<file path="src/rtl/vga_pkg.sv">
// Shared VGA timing constants and types for the sync generator and the
// per-frame logo motion path.
package vga_pkg;

  localparam int H_ACTIVE = 640;
  localparam int V_ACTIVE = 480;
  localparam int COORD_W  = 10;

  typedef enum logic {
    DIR_INC = 1'b0,
    DIR_DEC = 1'b1
  } dir_t;

endpackage

</file>
<file path="src/rtl/bounce_axis.sv">
// One axis of the bouncing-logo motion: position register, direction and
// reflection at 0 / MAX. hit is combinational and valid in the tick cycle.
module bounce_axis
  import vga_pkg::*;
#(
  parameter int MAX  = 512,
  parameter int STEP = 1
) (
  input  logic       clk,
  input  logic       reset,
  input  logic       tick,
  output logic [9:0] pos,
  output logic       dir,
  output logic       hit
);

  localparam logic [COORD_W:0]   MAX_X  = (COORD_W+1)'(MAX);
  localparam logic [COORD_W:0]   STEP_X = (COORD_W+1)'(STEP);
  localparam logic [COORD_W-1:0] MAX_P  = COORD_W'(MAX);
  localparam logic [COORD_W-1:0] STEP_P = COORD_W'(STEP);

  dir_t             dir_q;
  logic [COORD_W:0] pos_ext;
  logic [COORD_W:0] pos_inc;
  logic             at_edge;

  // Widened by one bit so pos + STEP near MAX cannot wrap before the compare.
  assign pos_ext = {1'b0, pos};
  assign pos_inc = pos_ext + STEP_X;

  always_comb begin
    at_edge = 1'b0;
    if (dir_q == DIR_INC) at_edge = (pos_inc >= MAX_X);
    else                  at_edge = (pos_ext <= STEP_X);
  end

  assign hit = tick & at_edge;
  assign dir = dir_q;

  always_ff @(posedge clk or posedge reset) begin
    if (reset) begin
      pos   <= '0;
      dir_q <= DIR_INC;
    end else if (tick) begin
      if (at_edge) begin
        pos   <= (dir_q == DIR_INC) ? MAX_P : '0;
        dir_q <= (dir_q == DIR_INC) ? DIR_DEC : DIR_INC;
      end else if (dir_q == DIR_INC) begin
        pos <= pos_inc[COORD_W-1:0];
      end else begin
        pos <= pos - STEP_P;
      end
    end
  end

endmodule

</file>
<file path="src/rtl/logo_bouncer.sv">
// Per-frame logo motion controller: frame strobe decode, wall-hit events,
// palette index counter and the registered logo-relative coordinate path.
module logo_bouncer
  import vga_pkg::*;
#(
  parameter int H_ACTIVE = vga_pkg::H_ACTIVE,
  parameter int V_ACTIVE = vga_pkg::V_ACTIVE,
  parameter int LOGO_W   = 128,
  parameter int LOGO_H   = 128,
  parameter int STEP     = 1
) (
  input  logic       clk,
  input  logic       reset,
  input  logic [9:0] hpos,
  input  logic [9:0] vpos,
  input  logic       display_on,
  input  logic       pause,
  output logic [9:0] logo_x,
  output logic [9:0] logo_y,
  output logic       in_logo,
  output logic [2:0] color_index,
  output logic       bounce,
  output logic       corner
);

  localparam int                 XMAX        = H_ACTIVE - LOGO_W;
  localparam int                 YMAX        = V_ACTIVE - LOGO_H;
  localparam logic [COORD_W-1:0] STROBE_LINE = COORD_W'(V_ACTIVE);
  localparam logic [COORD_W:0]   LOGO_W_X    = (COORD_W+1)'(LOGO_W);
  localparam logic [COORD_W:0]   LOGO_H_X    = (COORD_W+1)'(LOGO_H);
  localparam logic [2:0]         COLOR_RST   = 3'd6;

  logic             strobe;
  logic             tick;
  logic [9:0]       pos_x;
  logic [9:0]       pos_y;
  logic             dir_x;
  logic             dir_y;
  logic             hit_x;
  logic             hit_y;
  logic             inside_x;
  logic             inside_y;
  logic             unused_dirs;

  // First blanking line: position never moves while pixels are on screen.
  assign strobe = (hpos == '0) && (vpos == STROBE_LINE);
  assign tick   = strobe & ~pause;

  bounce_axis #(
    .MAX  (XMAX),
    .STEP (STEP)
  ) u_axis_x (
    .clk   (clk),
    .reset (reset),
    .tick  (tick),
    .pos   (pos_x),
    .dir   (dir_x),
    .hit   (hit_x)
  );

  bounce_axis #(
    .MAX  (YMAX),
    .STEP (STEP)
  ) u_axis_y (
    .clk   (clk),
    .reset (reset),
    .tick  (tick),
    .pos   (pos_y),
    .dir   (dir_y),
    .hit   (hit_y)
  );

  assign unused_dirs = &{1'b0, dir_x, dir_y};

  assign inside_x = ({1'b0, hpos} >= {1'b0, pos_x}) &&
                    ({1'b0, hpos} <  ({1'b0, pos_x} + LOGO_W_X));
  assign inside_y = ({1'b0, vpos} >= {1'b0, pos_y}) &&
                    ({1'b0, vpos} <  ({1'b0, pos_y} + LOGO_H_X));

  always_ff @(posedge clk or posedge reset) begin
    if (reset) begin
      logo_x  <= '0;
      logo_y  <= '0;
      in_logo <= 1'b0;
    end else begin
      logo_x  <= hpos - pos_x;
      logo_y  <= vpos - pos_y;
      in_logo <= display_on & inside_x & inside_y;
    end
  end

  // A corner is still a single colour step.
  always_ff @(posedge clk or posedge reset) begin
    if (reset) begin
      bounce      <= 1'b0;
      corner      <= 1'b0;
      color_index <= COLOR_RST;
    end else begin
      bounce <= hit_x | hit_y;
      corner <= hit_x & hit_y;
      if (hit_x | hit_y) color_index <= color_index + 3'd1;
    end
  end

endmodule

</file>
<file path="config.mk">
export PLATFORM = sky130hd
export DESIGN_NAME = logo_bouncer
export DESIGN_NICKNAME = d
export VERILOG_FILES = /design/src/rtl/vga_pkg.sv /design/src/rtl/bounce_axis.sv /design/src/rtl/logo_bouncer.sv
export SDC_FILE = /design/constraint.sdc
export NUM_CORES = 1
export LEC_CHECK = 0
export CAP_MARGIN = 10
export CORE_MARGIN = 8
export CORE_UTILIZATION = 51
export DETAILED_ROUTE_END_ITERATION = 10
export HOLD_SLACK_MARGIN = 0.02
export PLACE_DENSITY = 0.85
export SLEW_MARGIN = 0
export SYNTH_ARGS = -nofsm -noshare
export SYNTH_HDL_FRONTEND = slang
export SYNTH_HIERARCHICAL = 1
export SYNTH_SLANG_ARGS = --single-unit
</file>
<file path="constraint.sdc">
create_clock -name clk -period 2.17 [get_ports clk]
set_input_delay 0.217 -clock clk [delete_from_list [all_inputs] [get_ports clk]]
set_output_delay 0.217 -clock clk [all_outputs]
set_load 0.01 [all_outputs]
</file>
Word level (Yosys, flattened, before mapping). Index checks and enable logic that the tools add are counted.

Add/sub/neg operators: 9. Multiply operators: 0. Divide/modulo/power cells: 0. Order comparisons: 8. Equality and inequality tests: 1. Shift-type cells: 0. Mux-type cells: 10. Bitwise gates (word level): 8. Reduce and logical (&&, ||, !) cells: 6.

Operator list (count): $mux W10 (5); $add A10 B1 Y11 const B (2); $add A10 B8 Y11 const B (2); $lt A10 B11 Y1 (2); $ge A10 B10 Y1 (2); $le A10 B1 Y1 const B (2); $sub A10 B1 Y10 const B (2); $sub A10 B10 Y10 (2); $ge A11 B10 Y1 const B (1); $ge A11 B9 Y1 const B (1); $eq A10 B9 Y1 const B (1); $logic_not A10 Y1 (1); $mux W9 (1); $and A1 B1 Y1 (6); $mux W1 (4); $reduce_and A2 Y1 (2); $add A3 B1 Y3 const B (1); $logic_and A1 B1 Y1 (3); $not A1 Y1 (1); $or A1 B1 Y1 (1).

Bits in registers: 48. Bits in latches: 0. Memory bits (writable): 0. Bits in read-only memories: 0. Bits of input ports: 24. Output and inout port bits: 26. Memories: 0.

Depth between registers and ports, before layout. Gate-level depths: netlist of the first run.

Word-level depth: 5. Gate-level depth with buffers: 11. Mapped depth without buffers: 10.

Cells and area by module. Netlist of the first run, hierarchy kept.

Modules (own cells, without submodules): logo_bouncer (times used 1, cells each 206, area each 1926.8 um^2); bounce_axis (u_axis_y) (times used 1, cells each 124, area each 988.4 um^2); bounce_axis (u_axis_x) (times used 1, cells each 94, area each 788.3 um^2).

Least setup slack after synthesis of the first run. OpenSTA, ideal clock, no wires.

Path kind: flip-flop to flip-flop. Start point: register u_axis_y.pos[4]. End point: register color_index[1]. Setup time: 0.082 ns. Arrival: 2.329 ns. Data required time: 2.088 ns. Path slack: -0.241 ns. Cell stages (with the launch flop): 9. Buffers on the path: 1. Clock period less this slack: 2.411 ns. Cell sequence: dfrtp_1 buf_2 nand3_4 nor4_1 mux2_2 a211oi_4 nor3_1 nor2_1 mux2_2.

Word-level cells in the longest chain between the ends: 5.

RTL lines: start: declaration (RTL line bounce_axis.sv:12) `output logic [9:0] pos,`; start signal: assignment (RTL line bounce_axis.sv:46) `pos <= (dir_q == DIR_INC) ? MAX_P : '0;`; start signal: assignment (RTL line bounce_axis.sv:49) `pos <= pos_inc[COORD_W-1:0];`; start signal: assignment (RTL line bounce_axis.sv:51) `pos <= pos - STEP_P;`; $add A10 B1 Y11 (RTL line bounce_axis.sv:29) `assign pos_inc = pos_ext + STEP_X;`; $ge A11 B9 Y1 (RTL line bounce_axis.sv:33) `if (dir_q == DIR_INC) at_edge = (pos_inc >= MAX_X);`; $mux W1 * (RTL line bounce_axis.sv:33); $and A1 B1 Y1 * (RTL line bounce_axis.sv:37) `assign hit = tick & at_edge;`; via hit_y (RTL line logo_bouncer.sv:40) `logic hit_y;`; $or A1 B1 Y1 * (RTL line logo_bouncer.sv:101) `if (hit_x | hit_y) color_index <= color_index + 3'd1;`; end signal: assignment (RTL line logo_bouncer.sv:101); end: declaration (RTL line logo_bouncer.sv:21) `output logic [2:0] color_index,`.

The timed path passes the listed nets; every way through them passes the cells marked *. A chain may end at the register's enable or synchronous reset.

Final worst setup path of the first run.
Start point: register u_axis_x.pos[7]. End point: register in_logo.

Word-level cells in the longest chain between the ends: 5.

RTL lines: start: declaration (RTL line bounce_axis.sv:12); start signal: assignment (RTL line bounce_axis.sv:46); start signal: assignment (RTL line bounce_axis.sv:49); start signal: assignment (RTL line bounce_axis.sv:51); $add A10 B8 Y11 (RTL line logo_bouncer.sv:76) `({1'b0, hpos} < ({1'b0, pos_x} + LOGO_W_X));`; $lt A10 B11 Y1 (RTL line logo_bouncer.sv:76); $logic_and A1 B1 Y1 * (RTL line logo_bouncer.sv:75) `assign inside_x = ({1'b0, hpos} >= {1'b0, pos_x}) &&`; $and A1 B1 Y1 * (2 in series) (RTL line logo_bouncer.sv:88) `in_logo <= display_on & inside_x & inside_y;`; end signal: assignment (RTL line logo_bouncer.sv:88); end: declaration (RTL line logo_bouncer.sv:20) `output logic in_logo,`.

Every way passes the cells marked *; elsewhere a longest branch is shown, timed or not.

==> parameters.txt, run 1 <==
Parameter                              Value

Cells and area
  Utilization after layout    69.9%
  Fraction of layout cells with a size suffix above 1    22.3%
  Diode insertion count for antenna repair    0
  Synth-to-layout area growth    34.7%
  Summed area of non-filler cells in the final layout    4990 um^2
  Net count of the finished layout    590

Drt
  Wire per inst    16.4 um
  Vias/cell    5.84
  DR pass1 iterations    5
  Total via count after detailed routing    3674
  Max Used Layer    met4
  Met3 Routed Length    725 um
  DRT Wirelength    10300 um
  M1 WL    4220 um
  Post-detailed-route count of antenna-violating nets    0
  Initial detailed-routing violation count    282
  Detailed-route DRC error count    0
  Length of routed met2 wiring    5110 um

Critical path
  Category of the worst setup path launch point    flip-flop
  Crit path kind    flip-flop to flip-flop
  Worst setup path startpoint    u_axis_x/pos[7]$_DFFE_PP0P_
  Critical path capture point type    flip-flop
  CP peak stage delay    0.40 ns
  End of the worst register-to-register path    in_logo$_DFF_PP0_
  Worst setup slack for register-to-register paths    0.04 ns
  Beginning of the worst register-to-register path    u_axis_x/pos[7]$_DFFE_PP0P_
  Highest fanout seen on the critical path    7
  Data arrival at the endpoint of the critical path    2.33 ns
  Capturing element of the worst setup path    in_logo$_DFF_PP0_
  Required time at the worst-slack endpoint    2.37 ns
  Slowest stage cell, crit path    sky130_fd_sc_hd__dfrtp_1
  Worst reg-to-reg path cell count    9
  Critical path, cell by cell    buf_4 -> ha_1 -> inv_1 -> ha_1 -> a21oi_1 -> o22ai_1 -> o32ai_2 -> nand3_1 -> nor4_2
  Cell mode on critical path    sky130_fd_sc_hd__ha_1

CTS
  Maximum count of clock buffers along a single path    2
  TritonCTS Sinks    48
  Inserted Clock Buffers    5
  H-tree depth    2
  Worst-Skew Late Latency    0.31 ns
  Clock tree from TritonCTS    done
  Clock root buffer master    sky130_fd_sc_hd__clkbuf_8
  Clock Pin Slew Worst Setup and Hold Paths    0.10 ns
  Total of hold buffers inserted after clock tree synthesis    0

Synth
  Mean cell area of the mapped netlist    8.73 um^2
  Share of Yosys cell area claimed by the top area cell type    31.1%
  Post-synthesis sequential element count    48
  Top cells by area in the synthesized netlist    sky130_fd_sc_hd__dfrtp_1 31%, sky130_fd_sc_hd__ha_1 12%, sky130_fd_sc_hd__inv_1 5.0%, sky130_fd_sc_hd__xnor2_1 3.5%, sky130_fd_sc_hd__nor2_1 3.3%
  Most instantiated flip-flop cell in the synthesis netlist    sky130_fd_sc_hd__dfrtp_1
  Post-synthesis instance total    424
  Post-synth EDFFs    0
  Mapped Nets    485
  Number of distinct library cells after synthesis    71
  Post-synth design cell area    3700 um^2
  Number of warning messages in the yosys log    6
  Fraction of the yosys area taken by sequential cells    32.5%
  Top cell type by total area after synthesis    sky130_fd_sc_hd__dfrtp_1
  Proportion of synthesized flip-flops having asynchronous set or reset    100%

Placed design
  Setup Slack @ Placement    -0.256 ns
  Placer Congestion    0.927
  Post-detail-place hpwl    7570 um
  Instance area at placement    4690 um^2
  Port buffer count    49

Flow run
  Number of max-cap violations    0

Die
  Area of the die    10200 um^2
  Count of standard-cell rows    31
  Top-Level Pins    50
  Horiz. Die Dim    101 um
  Starting utilization of the core area    51.9%
  Core Area    7140 um^2
  Die outline height    101 um

Outcome
  Status    finished clean

STA
  Accumulated negative setup slack    0 ns
  Setup Viol. Count Final    0
  Final number of hold-violating endpoints    0
  Worst Clk Skew    0.0112 ns
  Peak clock frequency supported by timing    470 MHz
  Final slew viol count    0
  Slew Limit Headroom    62.0%
  Ratio of final minimum period to clock period    98.1%
  Unrepaired setup endpoints after global routing    yes
  Minimum period implied by the final worst setup slack    2.13 ns
  Transition at the pin with the smallest max-transition slack    0.571 ns
  Crit path setup slack, layout    0.0419 ns

GRT
  First-pass GRT wire length    16200 um
  Number of antenna violations at the first check in global routing    0
  All-layer global routing usage    19.6%
  Total gr overflow    0
  Maximum number of pins on one net before global-route repair    27
  Number of global-route vias before repair    3584

Power and ir drop
  Leakage power total    2.31 nW
  Net switching power of the design    493 uW
  Sequential fraction of design power    46.4%
  Combinational Power Share    17.6%
  Sw Ratio    24.4%
  Clock power share    36.0%
  Internal portion of total power    1.53 mW
  Power density normalized to cell area    405 nW/um^2
  Peak ir drop on the vdd network    211 uV
  Total power    2.02 mW

Worst hold path
  Worst Hold Class    input port to async pin
cells in the mapped netlist, drive strengths merged (2+ instances only):
library cell / count
and3: 3
nand4: 4
ha: 35
a31oi: 7
nor3: 12
a21oi: 21
o21ai: 23
nor2b: 7
nor4: 5
clkbuf: 7
o211ai: 6
or3: 2
a211oi: 6
nand2: 29
o21bai: 3
xor2: 12
dfrtp: 46
inv: 49
o32ai: 3
and2: 3
o221ai: 6
or2: 2
nand3: 19
buf: 8
o22ai: 5
nor2: 35
o2111ai: 2
o21a: 4
o31a: 2
dfstp: 2
mux2: 3
a41oi: 2
xnor2: 15
o31ai: 2
a21o: 6
a311oi: 2
nor3b: 2
nand3b: 3
fa: 2
nand2b: 2
routing by layer:
layer,GRT usage (%),vias up
met2,33.5,181
met5,0,-
met3,3.85,29
met1,23.2,1746
li1,-,1718
met4,9.16,0
cell type report:
cell class | count | area [um^2]
sequential | 48 | 1210
clock buffer | 7 | 96.3
inverter | 49 | 184
fill | 526 | 2150
multi-input combinational | 312 | 2370
timing repair buffer | 113 | 973
clock inverter | 1 | 30.0
tap | 99 | 124
sequential cells by signal, indices dropped and copies added, names as in the netlist:
register and cells:
u_axis_x/pos 10, color_index 3, bounce 1, in_logo 1, u_axis_x/dir 1, logo_x 10, u_axis_y/dir 1, corner 1
u_axis_y/pos 10, logo_y 10
worst max-delay path, delay by kind of cell, from the launching register on:
kind                       cells  cell delay [ns]
DFF                            1             0.40
AOI/OAI and AO/OA              3             0.38
adders and majority gates      2             0.57
and+or+nand+nor                2             0.45
buffers and inverters          2             0.22
cell families (layout without fill, tap and decap cells):
kind of cell / Yosys count / count (layout) / synth area share, %
AOI/OAI and AO/OA: 110 / 110 / 21.1
adders and majority gates: 37 / 37 / 12.9
DFF: 48 / 48 / 32.5
and+or+nand+nor: 134 / 134 / 19.0
muxes: 4 / 4 / 1.18
buffers and inverters: 64 / 170 / 6.99
xor gates and xnor gates: 27 / 27 / 6.39
metrics by stage:
step	std cells	hold WS, ns
2_1_floorplan	424	0.0692
3_3_place_gp	609	0.477
3_5_place_dp	609	0.480
4_1_cts	617	0.287
5_1_grt	629	0.300
6_report	629	0.264
worst min-delay path by stage:
| stage | to | slack (ns) | cells past startpoint |
|---|---|---|---|
| 3_5_place_dp | color_index[2]$_DFFE_PP1P_ | 0.48 | 1 |
| 3_3_place_gp | color_index[2]$_DFFE_PP1P_ | 0.48 | 1 |
| 5_1_grt | u_axis_y/dir$_DFFE_PP0P_ | 0.30 | 2 |
| 4_1_cts | u_axis_y/dir$_DFFE_PP0P_ | 0.29 | 2 |
| 6_report | u_axis_x/dir$_DFFE_PP0P_ | 0.26 | 2 |
| 2_1_floorplan | u_axis_y/dir$_DFFE_PP0P_ | 0.07 | 1 |
power by group through the flow:
| stage | registers [mW] | logic, mW | clock network, mW |
|---|---|---|---|
| final | 0.938 | 0.355 | 0.727 |
| after global routing | 0.942 | 0.385 | 0.774 |
| after CTS | 0.938 | 0.346 | 0.726 |
| after detailed placement | 0.956 | 0.344 | 0 |
| after global placement | 0.955 | 0.336 | 0 |
| after floorplan | 0.977 | 0.134 | 0 |
cells in the final DEF, fill, tap and decap left out, types with 3 or more instances in the layout:
cell,n
sky130_fd_sc_hd__nand4_1,4
sky130_fd_sc_hd__nor4_2,4
sky130_fd_sc_hd__o211ai_1,6
sky130_fd_sc_hd__xor2_1,12
sky130_fd_sc_hd__nand3_1,17
sky130_fd_sc_hd__nand2_1,28
sky130_fd_sc_hd__clkbuf_8,7
sky130_fd_sc_hd__and3_1,3
sky130_fd_sc_hd__nor3_2,6
sky130_fd_sc_hd__o21a_1,4
sky130_fd_sc_hd__o22ai_1,5
sky130_fd_sc_hd__dfrtp_1,38
sky130_fd_sc_hd__a21o_1,5
sky130_fd_sc_hd__o21ai_0,20
sky130_fd_sc_hd__clkdlybuf4s50_1,48
sky130_fd_sc_hd__dfrtp_2,8
sky130_fd_sc_hd__nor2b_1,6
sky130_fd_sc_hd__a21oi_1,19
sky130_fd_sc_hd__nor3_1,6
sky130_fd_sc_hd__o21ai_1,3
sky130_fd_sc_hd__nand3b_1,3
sky130_fd_sc_hd__xnor2_1,15
sky130_fd_sc_hd__a211oi_1,4
sky130_fd_sc_hd__o21bai_1,3
sky130_fd_sc_hd__a31oi_1,6
sky130_fd_sc_hd__o221ai_1,6
sky130_fd_sc_hd__ha_1,34
sky130_fd_sc_hd__and2_1,3
sky130_fd_sc_hd__buf_4,64
sky130_fd_sc_hd__nor2_1,32
sky130_fd_sc_hd__inv_1,49
timing repair:
item	CTS	global route
resized for setup	0	19
hold endpoints to repair	0	0
setup buffers	0	12
setup endpoints to repair	0	19
(Power assumes the default switching activity.)
==> inputs of run 2 (changes only) <==
--- a/config.mk
+++ b/config.mk
@@ -7,10 +7,10 @@
 export LEC_CHECK = 0
 export CAP_MARGIN = 10
 export CORE_MARGIN = 8
-export CORE_UTILIZATION = 51
+export CORE_UTILIZATION = 50
 export DETAILED_ROUTE_END_ITERATION = 10
 export HOLD_SLACK_MARGIN = 0.02
-export PLACE_DENSITY = 0.85
+export PLACE_DENSITY = 0.84
 export SLEW_MARGIN = 0
 export SYNTH_ARGS = -nofsm -noshare
 export SYNTH_HDL_FRONTEND = slang
==> run 2 against run 1 <==
Maximum frequency down 1.5%. Largest cell class unchanged. Register-to-register slack worse by 0.03 ns. Power down 2.6%. Critical endpoint is now color_index[1]$_DFFE_PP1P_.
==> parameters.txt, run 2 (synthesized netlist as in run 1, its figures left out) <==
Parameter                              Value

Cells and area
  Area used by sequential logic in the layout    1210 um^2
  Total area of multi-input combinational cells    2320 um^2
  Synth-to-layout area growth    31.6%
  Diode insertion count for antenna repair    0
  Net count of the finished layout    582
  Commonest cells after routing, fill and taps aside    55 x sky130_fd_sc_hd__buf_4, 49 x sky130_fd_sc_hd__inv_1, 49 x sky130_fd_sc_hd__clkdlybuf4s50_1
  Commonest non-fill, non-tap cell in the layout    sky130_fd_sc_hd__buf_4
  Final cell count without fillers    621
  Fraction of layout cells with a size suffix above 1    19.7%
  Fill cell count    576
  Summed area of non-filler cells in the final layout    4870 um^2

Drt
  DR pass1 iterations    4
  Detailed-route DRC error count    0
  Initial detailed-routing violation count    196
  DRT Wirelength    9840 um
  Vias/cell    5.65
  Total via count after detailed routing    3507
  Post-detailed-route count of antenna-violating nets    0
  Wire per inst    15.8 um

CTS
  Worst-Skew Late Latency    0.31 ns
  Clock tree from TritonCTS    done
  Maximum count of clock buffers along a single path    2
  TritonCTS Sinks    48
  H-tree depth    2
  Clock Pin Slew Worst Setup and Hold Paths    0.10 ns
  Inserted Clock Buffers    5
  Total of hold buffers inserted after clock tree synthesis    0
  Clock root buffer master    sky130_fd_sc_hd__clkbuf_8

STA
  Ratio of final minimum period to clock period    99.6%
  Setup Viol. Count Final    0
  Slew Limit Headroom    60.6%
  Minimum period implied by the final worst setup slack    2.16 ns
  Final hold slack    0.0907 ns
  Final slew viol count    0
  Accumulated negative setup slack    0 ns
  Transition at the pin with the smallest max-transition slack    0.591 ns
  Unrepaired setup endpoints after global routing    yes
  Peak clock frequency supported by timing    463 MHz
  Final number of hold-violating endpoints    0
  Worst Clk Skew    0.0131 ns

Die
  Area of the die    10400 um^2
  Top-Level Pins    50
  Die outline height    102 um
  Count of standard-cell rows    31
  Starting utilization of the core area    51.3%
  Horiz. Die Dim    102 um
  Core Area    7210 um^2

Critical path
  Slowest stage cell, crit path    sky130_fd_sc_hd__dfrtp_2
  Crit path kind    flip-flop to flip-flop
  Critical path capture point type    flip-flop
  Highest fanout seen on the critical path    4
  Beginning of the worst register-to-register path    u_axis_y/pos[0]$_DFFE_PP0P_
  Worst reg-to-reg path cell count    8
  Category of the worst setup path launch point    flip-flop
  CP peak stage delay    0.46 ns
  Worst setup path startpoint    u_axis_y/pos[0]$_DFFE_PP0P_
  Required time at the worst-slack endpoint    2.42 ns
  Critical path, cell by cell    ha_2 -> nand2_1 -> o21ai_0 -> a21o_1 -> a211oi_4 -> nor3_2 -> nor2_2 -> mux2_2
  Data arrival at the endpoint of the critical path    2.41 ns

Power and ir drop
  Power density normalized to cell area    404 nW/um^2
  Total power    1.97 mW
  Peak ir drop on the vdd network    267 uV
  Leakage power total    2.22 nW

GRT
  Total gr overflow    0
  Maximum number of pins on one net before global-route repair    26
  First-pass GRT wire length    16100 um
  All-layer global routing usage    19.2%
  Number of antenna violations at the first check in global routing    0
  Number of global-route vias before repair    3524

Placed design
  Instance area at placement    4690 um^2
  Port buffer count    49
  Post-Place Cells    610
  Post-detail-place hpwl    7850 um
  Placer Congestion    0.950

Flow run
  Number of max-cap violations    0

Worst hold path
  Worst Hold Class    input port to async pin

Outcome
  Status    finished clean
-- run 2: repair_timing --
action	in CTS	in global routing
gates cloned	0	0
gates resized for setup	0	10
hold endpoints to repair	0	0
pin swaps	1	4
buffers inserted	2	1
setup endpoints to repair	1	9
-- run 2: worst max-delay path: cells and delay by family, from the launching register on --
kind | cells | cell delay (ns)
flops | 1 | 0.46
compound gates | 3 | 0.68
fa+ha+maj | 1 | 0.22
mux | 1 | 0.35
simple gates | 3 | 0.38
-- run 2: through the flow --
step                      setup slack [ns]  util [%]
after floorplan                    0.00435         -
after global placement              -0.155      65.1
after detailed placement            -0.199      65.1
after CTS                         0.000373      66.9
after global routing               -0.0556      67.5
final                              0.00897      67.5
-- run 2: worst paths after layout --
check / to / slack (ns)
worst min register to register: color_index[2]$_DFFE_PP1P_ / 0.50
worst min-delay path: corner$_DFF_PP0_ / 0.09
max in group asynchronous: color_index[1]$_DFFE_PP1P_ / 1.53
min in group clk: color_index[2]$_DFFE_PP1P_ / 0.50
worst max register to register: color_index[1]$_DFFE_PP1P_ / 0.009
worst max-delay path: color_index[1]$_DFFE_PP1P_ / 0.009
-- run 2: area by class of cell --
cell class,count,share of cell area (%)
Multi-Input combinational cell,312,47.7
Sequential cell,48,24.9
Timing Repair Buffer,105,18.8
Inverter,49,3.78
Tap cell,99,2.54
Clock buffer,5,1.41
Clock inverter,3,0.976
-- run 2: where the power goes --
| part | switching [mW] | internal (mW) |
|---|---|---|
| clock | 0.324 | 0.347 |
| sequential | 0.00860 | 0.929 |
| combinational | 0.166 | 0.193 |
-- run 2: per-layer routing --
| metal | routed length [um] | GRT usage [%] | vias up |
|---|---|---|---|
| li1 | - | - | 1708 |
| met3 | 536 | 2.45 | 26 |
| met4 | 322 | 8.13 | 0 |
| met5 | 0 | 0 | - |
| met1 | 4260 | 23.6 | 1652 |
| met2 | 4720 | 33.0 | 121 |
==> inputs of run 3 (changes only) <==
--- a/config.mk
+++ b/config.mk
@@ -7,10 +7,10 @@
 export LEC_CHECK = 0
 export CAP_MARGIN = 10
 export CORE_MARGIN = 8
-export CORE_UTILIZATION = 50
+export CORE_UTILIZATION = 25
 export DETAILED_ROUTE_END_ITERATION = 10
-export HOLD_SLACK_MARGIN = 0.02
-export PLACE_DENSITY = 0.84
+export HOLD_SLACK_MARGIN = 0.03
+export PLACE_DENSITY = 0.51
 export SLEW_MARGIN = 0
 export SYNTH_ARGS = -nofsm -noshare
 export SYNTH_HDL_FRONTEND = slang
==> run 3 against run 2 <==
Sequential power about the same. Via count shrank 1.0%. Maximum frequency is 4.1% higher. Largest cell class unchanged.
==> parameters.txt, run 3 (synthesized netlist as in run 1, its figures left out) <==
Parameter                              Value

Power and ir drop
  Peak ir drop on the vdd network    256 uV
  Total power    2.08 mW
  Leakage power total    2.30 nW
  Power density normalized to cell area    408 nW/um^2

Placed design
  Instance area at placement    4860 um^2
  Placer Congestion    0.881
  Post-detail-place hpwl    8740 um
  Setup Slack @ Placement    -0.329 ns
  Port buffer count    49

CTS
  Clock Pin Slew Worst Setup and Hold Paths    0.07 ns
  H-tree depth    2
  Maximum count of clock buffers along a single path    2
  Inserted Clock Buffers    5
  Clock root buffer master    sky130_fd_sc_hd__clkbuf_16
  Worst-Skew Late Latency    0.29 ns
  Clock tree from TritonCTS    done
  TritonCTS Sinks    48

Cells and area
  Diode insertion count for antenna repair    0
  Commonest non-fill, non-tap cell in the layout    sky130_fd_sc_hd__buf_4
  Summed area of non-filler cells in the final layout    5110 um^2
  Synth-to-layout area growth    38.0%
  Fraction of layout cells with a size suffix above 1    22.0%
  Net count of the finished layout    591
  Commonest cells after routing, fill and taps aside    64 x sky130_fd_sc_hd__buf_4, 48 x sky130_fd_sc_hd__clkdlybuf4s50_1, 47 x sky130_fd_sc_hd__inv_1

STA
  Worst Clk Skew    0.00356 ns
  Unrepaired setup endpoints after global routing    yes
  Final slew viol count    0
  Slew Limit Headroom    67.3%
  Ratio of final minimum period to clock period    95.7%
  Peak clock frequency supported by timing    482 MHz
  Final number of hold-violating endpoints    0
  Transition at the pin with the smallest max-transition slack    0.491 ns
  Crit path setup slack, layout    0.0941 ns
  Minimum period implied by the final worst setup slack    2.08 ns
  Final hold slack    0.142 ns
  Setup Viol. Count Final    0

Critical path
  Worst setup path startpoint    u_axis_y/pos[0]$_DFFE_PP0P_
  Highest fanout seen on the critical path    6
  Required time at the worst-slack endpoint    2.39 ns
  Critical path, cell by cell    ha_1 -> nand2_1 -> o21ai_0 -> mux2_4 -> a211oi_4 -> nor3_4 -> nor2_4 -> mux2_2
  Critical path capture point type    flip-flop
  Slowest stage cell, crit path    sky130_fd_sc_hd__dfrtp_2
  Capturing element of the worst setup path    color_index[1]$_DFFE_PP1P_
  Category of the worst setup path launch point    flip-flop
  Crit path kind    flip-flop to flip-flop
  Worst reg-to-reg path cell count    8
  Beginning of the worst register-to-register path    u_axis_y/pos[0]$_DFFE_PP0P_
  CP peak stage delay    0.47 ns
  Data arrival at the endpoint of the critical path    2.30 ns
  End of the worst register-to-register path    color_index[1]$_DFFE_PP1P_
  Worst setup slack for register-to-register paths    0.09 ns

Die
  Die outline height    138 um
  Area of the die    19000 um^2
  Core Area    14500 um^2
  Count of standard-cell rows    44
  Horiz. Die Dim    138 um
  Top-Level Pins    50
  Starting utilization of the core area    25.6%

GRT
  All-layer global routing usage    12.1%
  Maximum number of pins on one net before global-route repair    25
  Number of antenna violations at the first check in global routing    0
  First-pass GRT wire length    18000 um
  Number of global-route vias before repair    3525
  Total gr overflow    0

Drt
  Vias/cell    4.85
  Total via count after detailed routing    3471
  DR pass1 iterations    5
  Initial detailed-routing violation count    227
  DRT Wirelength    11100 um
  Detailed-route DRC error count    0
  Post-detailed-route count of antenna-violating nets    0
  Wire per inst    15.6 um

Flow run
  Number of max-cap violations    0

Worst hold path
  Worst Hold Class    input port to async pin

Outcome
  Status    finished clean
-- run 3: where the power goes --
group / switching [mW] / internal (mW) / leakage (nW)
sequential: 0.00930 / 0.930 / 0.559
combinational: 0.173 / 0.202 / 1.67
clock: 0.343 / 0.427 / 0.0679
total: 0.525 / 1.56 / 2.30
-- run 3: repair_timing --
action / in CTS / in global routing
buffers inserted: 1 / 3
pin swaps: 2 / 11
resized for setup: 2 / 20
hold buffers: 0 / 0
endpoints found under the setup margin: 1 / 16
-- run 3: per-layer routing --
layer	GRT usage [%]	routed length, um	part of all wire (%)	up-vias
met5	0	0	0	-
met4	4.54	298	2.7	0
met3	2.77	637	5.7	20
met2	19.7	5170	46	82
met1	15.2	5030	45	1652
li1	-	-	-	1717
-- run 3: cell type report --
cell class / instances / area [um^2]
Clock inverter: 1 / 5.00
Sequential cell: 48 / 1210
Clock buffer: 7 / 133
Tap cell: 184 / 230
Multi-Input combinational cell: 312 / 2360
Inverter: 49 / 184
Timing Repair Buffer: 114 / 985
Fill cell: 1463 / 9370
-- run 3: how the worst min path moves through the flow --
stage | startpoint | to | slack [ns] | depth (start not counted)
2_1_floorplan | reset | u_axis_y/dir$_DFFE_PP0P_ | 0.07 | 1
3_3_place_gp | reset | logo_y[0]$_DFF_PP0_ | 0.45 | 2
3_5_place_dp | reset | logo_y[0]$_DFF_PP0_ | 0.45 | 2
4_1_cts | reset | corner$_DFF_PP0_ | 0.14 | 2
5_1_grt | reset | corner$_DFF_PP0_ | 0.16 | 2
6_report | reset | logo_y[0]$_DFF_PP0_ | 0.14 | 2
-- run 3: metrics by stage --
step | instances | setup TNS [ns] | utilization [%]
final | 715 | 0 | 35.3
after global routing | 715 | -0.0177 | 35.3
after CTS | 712 | 0 | 34.6
after detailed placement | 703 | -3.93 | 33.6
after global placement | 703 | -2.63 | 33.6
after floorplan | 424 | 0 | -
-- run 3: critical path: cells and delay by family, from the launching register on --
kind	cells	cell delay (ns)
mux	2	0.64
flops	1	0.47
compound gates	2	0.33
simple gates	3	0.31
fa+ha+maj	1	0.24
